<file path="config.mk">
export PLATFORM = sky130hd
export DESIGN_NAME = digit_scan
export DESIGN_NICKNAME = d
export VERILOG_FILES = /design/src/rtl/scan_pkg.sv /design/src/rtl/digit_scan_tick_gen.sv /design/src/rtl/digit_scan.sv
export SDC_FILE = /design/constraint.sdc
export NUM_CORES = 1
export LEC_CHECK = 0
export ABC_AREA = 0
export CAP_MARGIN = 30
export CORE_MARGIN = 8
export CORE_UTILIZATION = 55
export DETAILED_ROUTE_END_ITERATION = 8
export GPL_TIMING_DRIVEN = 0
export PLACE_DENSITY_LB_ADDON = 0.12
export REMOVE_ABC_BUFFERS = 1
export SYNTH_ARGS = -nofsm -noshare
export SYNTH_HDL_FRONTEND = slang
export SYNTH_SLANG_ARGS = --single-unit
export TNS_END_PERCENT = 5
</file>
<file path="constraint.sdc">
create_clock -name clk -period 2.61 [get_ports clk]
set_input_delay 0.261 -clock clk [delete_from_list [all_inputs] [get_ports clk]]
set_output_delay 0.261 -clock clk [all_outputs]
set_load 0.02 [all_outputs]
</file>
<file path="src/rtl/scan_pkg.sv">
// ============================================================================
// Module      : scan_pkg
// Description : Shared constants, types and nibble-select helper for digit_scan.
// Revision    : 1.0 - initial release
// ============================================================================
`default_nettype none

package scan_pkg;

    localparam int DIGITS = 4;
    localparam int CODE_W = 2;
    localparam int NIB_W  = 4;
    localparam int BUF_W  = DIGITS * NIB_W;

    typedef logic [CODE_W-1:0] code_t;
    typedef logic [NIB_W-1:0]  nib_t;
    typedef logic [BUF_W-1:0]  buf_t;

    localparam code_t LAST_CODE = code_t'(DIGITS - 1);

    function automatic nib_t sel_nibble(input buf_t b, input code_t c);
        return b[c*NIB_W +: NIB_W];
    endfunction

endpackage

`default_nettype wire

</file>
<file path="src/rtl/digit_scan_tick_gen.sv">
// ============================================================================
// Module      : tick_gen
// Description : Slot prescaler; counts 0..DIV-1 while enabled, ticks on DIV-1.
// Revision    : 1.0 - initial release
// ============================================================================
`default_nettype none

module tick_gen #(
    parameter int DIV   = 4,
    parameter int CNT_W = (DIV > 1) ? $clog2(DIV) : 1
) (
    input  logic             clk,
    input  logic             rst_n,
    input  logic             en,
    output logic             tick,
    output logic [CNT_W-1:0] cnt
);

    localparam logic [CNT_W-1:0] C_LAST = CNT_W'(DIV - 1);

    logic [CNT_W-1:0] cnt_q;
    logic [CNT_W-1:0] cnt_d;
    logic             at_last;

    assign at_last = (cnt_q == C_LAST);

    always_comb begin
        cnt_d = cnt_q;
        if (en) begin
            cnt_d = at_last ? '0 : cnt_q + 1'b1;
        end
    end

    always_ff @(posedge clk or negedge rst_n) begin
        if (!rst_n) begin
            cnt_q <= '0;
        end else begin
            cnt_q <= cnt_d;
        end
    end

    assign tick = en & at_last;
    assign cnt  = cnt_q;

endmodule

`default_nettype wire

</file>
<file path="src/rtl/digit_scan.sv">
// ============================================================================
// Module      : digit_scan
// Description : Four-digit multiplexed display scanner with double-buffered
//               nibble data. Optional macro SCAN_BLANK_EN adds per-slot blanking.
// Revision    : 1.0 - initial release
// ============================================================================
`default_nettype none

module digit_scan
    import scan_pkg::*;
#(
    parameter int DIV   = 4,
    parameter int BLANK = 1
) (
    input  logic              clk,
    input  logic              rst_n,
    input  logic              en,
    input  logic              load,
    input  logic [BUF_W-1:0]  wdata,
    output logic [CODE_W-1:0] code,
    output logic [NIB_W-1:0]  digit,
    output logic              valid,
    output logic              frame
);

    localparam int CNT_W = (DIV > 1) ? $clog2(DIV) : 1;

    logic             tick;
    logic             wrap;
    logic [CNT_W-1:0] cnt;

    code_t code_q,    code_d;
    buf_t  active_q,  active_d;
    buf_t  pending_q, pending_d;
    logic  pend_q,    pend_d;
    logic  frame_q,   frame_d;

    tick_gen #(
        .DIV   (DIV),
        .CNT_W (CNT_W)
    ) u_tick_gen (
        .clk   (clk),
        .rst_n (rst_n),
        .en    (en),
        .tick  (tick),
        .cnt   (cnt)
    );

    assign wrap = tick & (code_q == LAST_CODE);

    // A load landing on the wrap edge bypasses the pending buffer entirely.
    always_comb begin
        code_d    = tick ? code_q + 1'b1 : code_q;
        active_d  = active_q;
        pending_d = load ? wdata : pending_q;
        pend_d    = pend_q;
        frame_d   = wrap;
        if (wrap) begin
            pend_d = 1'b0;
            if (load) begin
                active_d = wdata;
            end else if (pend_q) begin
                active_d = pending_q;
            end
        end else if (load) begin
            pend_d = 1'b1;
        end
    end

    always_ff @(posedge clk or negedge rst_n) begin
        if (!rst_n) begin
            code_q    <= '0;
            active_q  <= '0;
            pending_q <= '0;
            pend_q    <= 1'b0;
            frame_q   <= 1'b0;
        end else begin
            code_q    <= code_d;
            active_q  <= active_d;
            pending_q <= pending_d;
            pend_q    <= pend_d;
            frame_q   <= frame_d;
        end
    end

    assign code  = code_q;
    assign digit = sel_nibble(active_q, code_q);
    assign frame = frame_q & en;

    // valid is combinational in en, so it is gated with rst_n to go dark during reset.
`ifdef SCAN_BLANK_EN
    localparam logic [CNT_W-1:0] C_BLANK = CNT_W'(BLANK);
    assign valid = rst_n & en & (cnt >= C_BLANK);
`else
    logic w_unused;
    assign w_unused = (^cnt) ^ (BLANK == 0);
    assign valid    = rst_n & en;
`endif

endmodule

`default_nettype wire

</file>
Yosys cells after proc, flatten, opt, wreduce, memory -nomap -nowiden --
Cells that the tools add are included.
Word-level totals: register bits after elaboration 38, latch bits 0, RAM bits 0, ROM bits 0, bits of input ports 20, output and inout bits 8, logic and storage cells 23, memories 0
Cells by class: add/subtract/negate cells 2, multiply operators 0, div/mod/pow operators 0, magnitude comparators 0, equality and inequality tests 2, shift operators 1, multiplexer cells 5, bitwise operators 4, reduce and logical (&&, ||, !) cells 3
Operators with widths (count):
- two-way mux 16 bit | 2
- variable part select 16 x 5 -> 4 bit | 1
- adder 2 x 1 -> 2 bit (second input constant) | 2
- AND 1 bit | 4
- equality test 2 bit (second input constant) | 2
- nonzero test 2 bit | 2
- two-way mux 1 bit | 2
- two-way mux 2 bit | 1
- AND reduction 2 bit | 1

Logic depth before layout (Yosys ltp) --
depth after elaboration 4, mapped depth 5, depth with buffers taken out 3

Hierarchy --
A second synthesis with hierarchy kept.
Second synthesis, totals: cells, all modules 93, area, all modules 1611.5 um^2
By module, submodules not included:
- digit_scan | times used 1, cells an instance 86, area each 1510.2 um^2, seq. area each 900.9 um^2
- tick_gen | times used 1, cells an instance 7, area each 101.3 um^2, seq. area each 50.0 um^2

Worst setup path before layout --
No wires, ideal clock.
path type flip-flop to output port, start register code_q[0], in the netlist code[0], end output digit[0], arrival 1.380 ns, required time 2.349 ns, setup slack 0.969 ns, stages on the path, launching flop included 3, path buffers 1, cells stage by stage dfrtp_1 -> clkbuf_1 -> mux4_2
On the way: cells in the longest elaborated chain, start to end 1
RTL lines:
- from (decl) | line digit_scan.sv:32 | code_t code_q, code_d;
- from (signal assigned) | line digit_scan.sv:78 | code_q <= code_d;
- variable part select 16 x 5 -> 4 bit | line scan_pkg.sv:22 | return b[c*NIB_W +: NIB_W];
- to (decl) | line digit_scan.sv:21 | output logic [NIB_W-1:0] digit,
Every way passes these cells.

Worst setup path in the final report --
start input load, end register active_q[0]
On the way: cells in the longest elaborated chain, start to end 2, elaborated cells on any way between the ends 3, classes of those cells mux (1); reduce/logical (2)
RTL lines:
- from (decl) | line digit_scan.sv:18 | input logic load,
- nonzero test 2 bit (no line)
- AND reduction 2 bit (no line)
- to (signal assigned) | line digit_scan.sv:79 | active_q <= active_d;
- to (decl) | line digit_scan.sv:33 | buf_t active_q, active_d;
Parallel ways exist; a longest one is shown, timed or not. A chain may end at the register's enable or synchronous reset.

==> results.cfg <==
[synth]
yosysTopAreaCell = dfrtp_1
netlist_area_um2 = 1600
synth_ff_type = dfrtp_1
synth_edf_count = 0
ys_seq_area_share_pct = 59.3
ys_async_sr_fraction_pct = 100
yosysTopAreaCellShare_pct = 59.3
synthTopCellsByArea = dfrtp_1 (59%), mux2_2 (17%), mux2_4 (9.4%)
ys_ff_latch = 38
synth_cell_types = 17
synth_cells = 93
avgSynthCellArea_um2 = 17.2
ys_warn_count = 0

[global_routing]
grt-ovfl-total = 0
antenna_found_initial = 0
grt_pass1_wl_um = 4690
grt_max_degree = 40
grt_usage_pct = 12.2
grt_pass1_vias = 980

[critical_path]
cp-end-kind = flip-flop
crit_path_start_kind = input pin
arrival_ps = 2650
path_class = in -> reg
required_ps = 2840
critical_path_peak_fanout = 18

[clocking]
post_cts_buffers = 0
hold_buffers = 0
cts.sinks = 38
cts_tree = built
clk_pin_slew_ps = 110
clockBufferDepth = 2
cts-root-buf = clkbuf_4
numCtsBuffers = 5
cts_resized = 0
clk-insertion-delay-late_ps = 340
h-tree-depth = 2

[placed_design]
dp_cells = 146
gp_congestion = 0.705
io_buffers = 27
hpwl_um = 1810

[timing]
setup_viol = 0
fin_crit_ps = 2420
slew_headroom_pct = 37.9
fin_crit_sh_pct = 92.7
fin_worst_skew_ps = 8.31
rsz0062_at_grt = false
slew_violations = 0
tns_ps = 0
hold_viol = 0
fmax_ghz = 0.413
tightest_slew_ps = 932

[final_layout]
final_common_cell = dfrtp_1
drive_gt1_share_pct = 37.4
syn_to_final_growth_pct = 19.5
utilization_pct = 69.5
stdcell_count = 154
final_cell_mix = dfrtp_1 (38), clkdlybuf4s50_1 (26), mux2_2 (24)
diodes = 0
nets = 144

[floorplanning]
die_w_um = 70.0
io_pins = 28
fp.coreArea_um2 = 2760
die_y_um = 70.0
initial_utilization_pct = 58.2
fp.dieArea_um2 = 4900
num_rows = 19

[flow_run]
drv_cap = 0

[pwr]
p_leak_uw = 0.000835
p_seq_share_pct = 47.4
ir_drop_v = 0.000837
p_sw_share_pct = 29.3
pwr-share-clk_pct = 16.9
switchingPower_uw = 542
p_per_area_nw_per_um2 = 966
p_int_uw = 1310
p_comb_share_pct = 35.7

[hold_path]
hp-class = in -> async

[routing]
routed_wl_um = 2650
drt-pass1-iter-count = 2
drc = 0
route.antenna.remaining_nets = 0
avgViaCountPerCell = 5.51
vias = 849
wl_per_cell_um = 17.2
drt_iter0_drc = 35

[outcome]
outcome = complete, no violations
[final cells by class]
type	instances	area, um^2
flip-flops and latches	38	951
fillers	203	841
multi-input cells	50	602
repair buffers	27	265
clock buffers	7	55.1
well taps	31	38.8
clock inverters	1	5.00
[per-stage QoR]
| stage | area (um^2) | hold slack, ps | total power [uW] | worst slack, ps |
|---|---|---|---|---|
| floorplan | 1550 | -34.6 | 1290 | 613 |
| global placement | 1860 | 465 | 1540 | -436 |
| detailed placement | 1860 | 402 | 1560 | -165 |
| CTS | 1920 | 18.6 | 1880 | 205 |
| global route | 1920 | 54.6 | 1970 | 78.3 |
| finish | 1920 | 3.32 | 1850 | 191 |
[worst paths after layout]
| path | startpoint | to | slack [ps] | cells past startpoint |
|---|---|---|---|---|
| max | load | active_q[0] | 190 | 3 |
| min | rst_n | active_q[11] | 3 | 1 |
| max reg2reg | code[0] | active_q[0] | 450 | 3 |
| min reg2reg | pending_q[4] | pending_q[4] | 500 | 1 |
| max in group asynchronous | rst_n | active_q[10] | 2090 | 1 |
| min in group clk | pending_q[4] | pending_q[4] | 500 | 1 |
[cells in the mapped netlist (2+ instances only)]
library cell	instances
and2_1	2
buf_6	2
dfrtp_1	38
ha_1	2
mux2_2	24
mux2_4	10
mux4_2	4
nor2_1	2
[logic make-up after synthesis]
group | Yosys count | synth area share, %
AO/OA/AOI/OAI | 1 | 0.702
XOR/XNOR | 1 | 0.546
adder cells (fa/ha/maj) | 2 | 1.56
buffers and inverters | 5 | 3.20
flip-flops | 38 | 59.3
multiplexers | 39 | 32.4
AND/OR/NAND/NOR | 7 | 2.26
[state kept, by name, summed over array words and instances (netlist names)]
register,flops
frame_q,1
code,2
u_tick_gen.cnt,2
pending_q,16
pend_q,1
active_q,16
[power groups by stage]
stage          Sequential, uW  Combinational, uW  Clock, uW
2_1_floorplan             869                424          0
3_3_place_gp              884                653          0
3_5_place_dp              894                671          0
4_1_cts                   882                673        327
5_1_grt                   903                718        352
6_report                  877                661        313
[worst max-delay path: stages]
cell and delay, ps:
clkdlybuf4s50_1 1020, o2111a_1 940, mux2_2 410
[per-layer routing]
layer	track usage [%]	part of all wire, %
met3	5.23	4.0
met4	6.03	2.3
met1	14.6	45
met2	18.4	49
met5	0	0
Power figures use the tool's default switching activity.
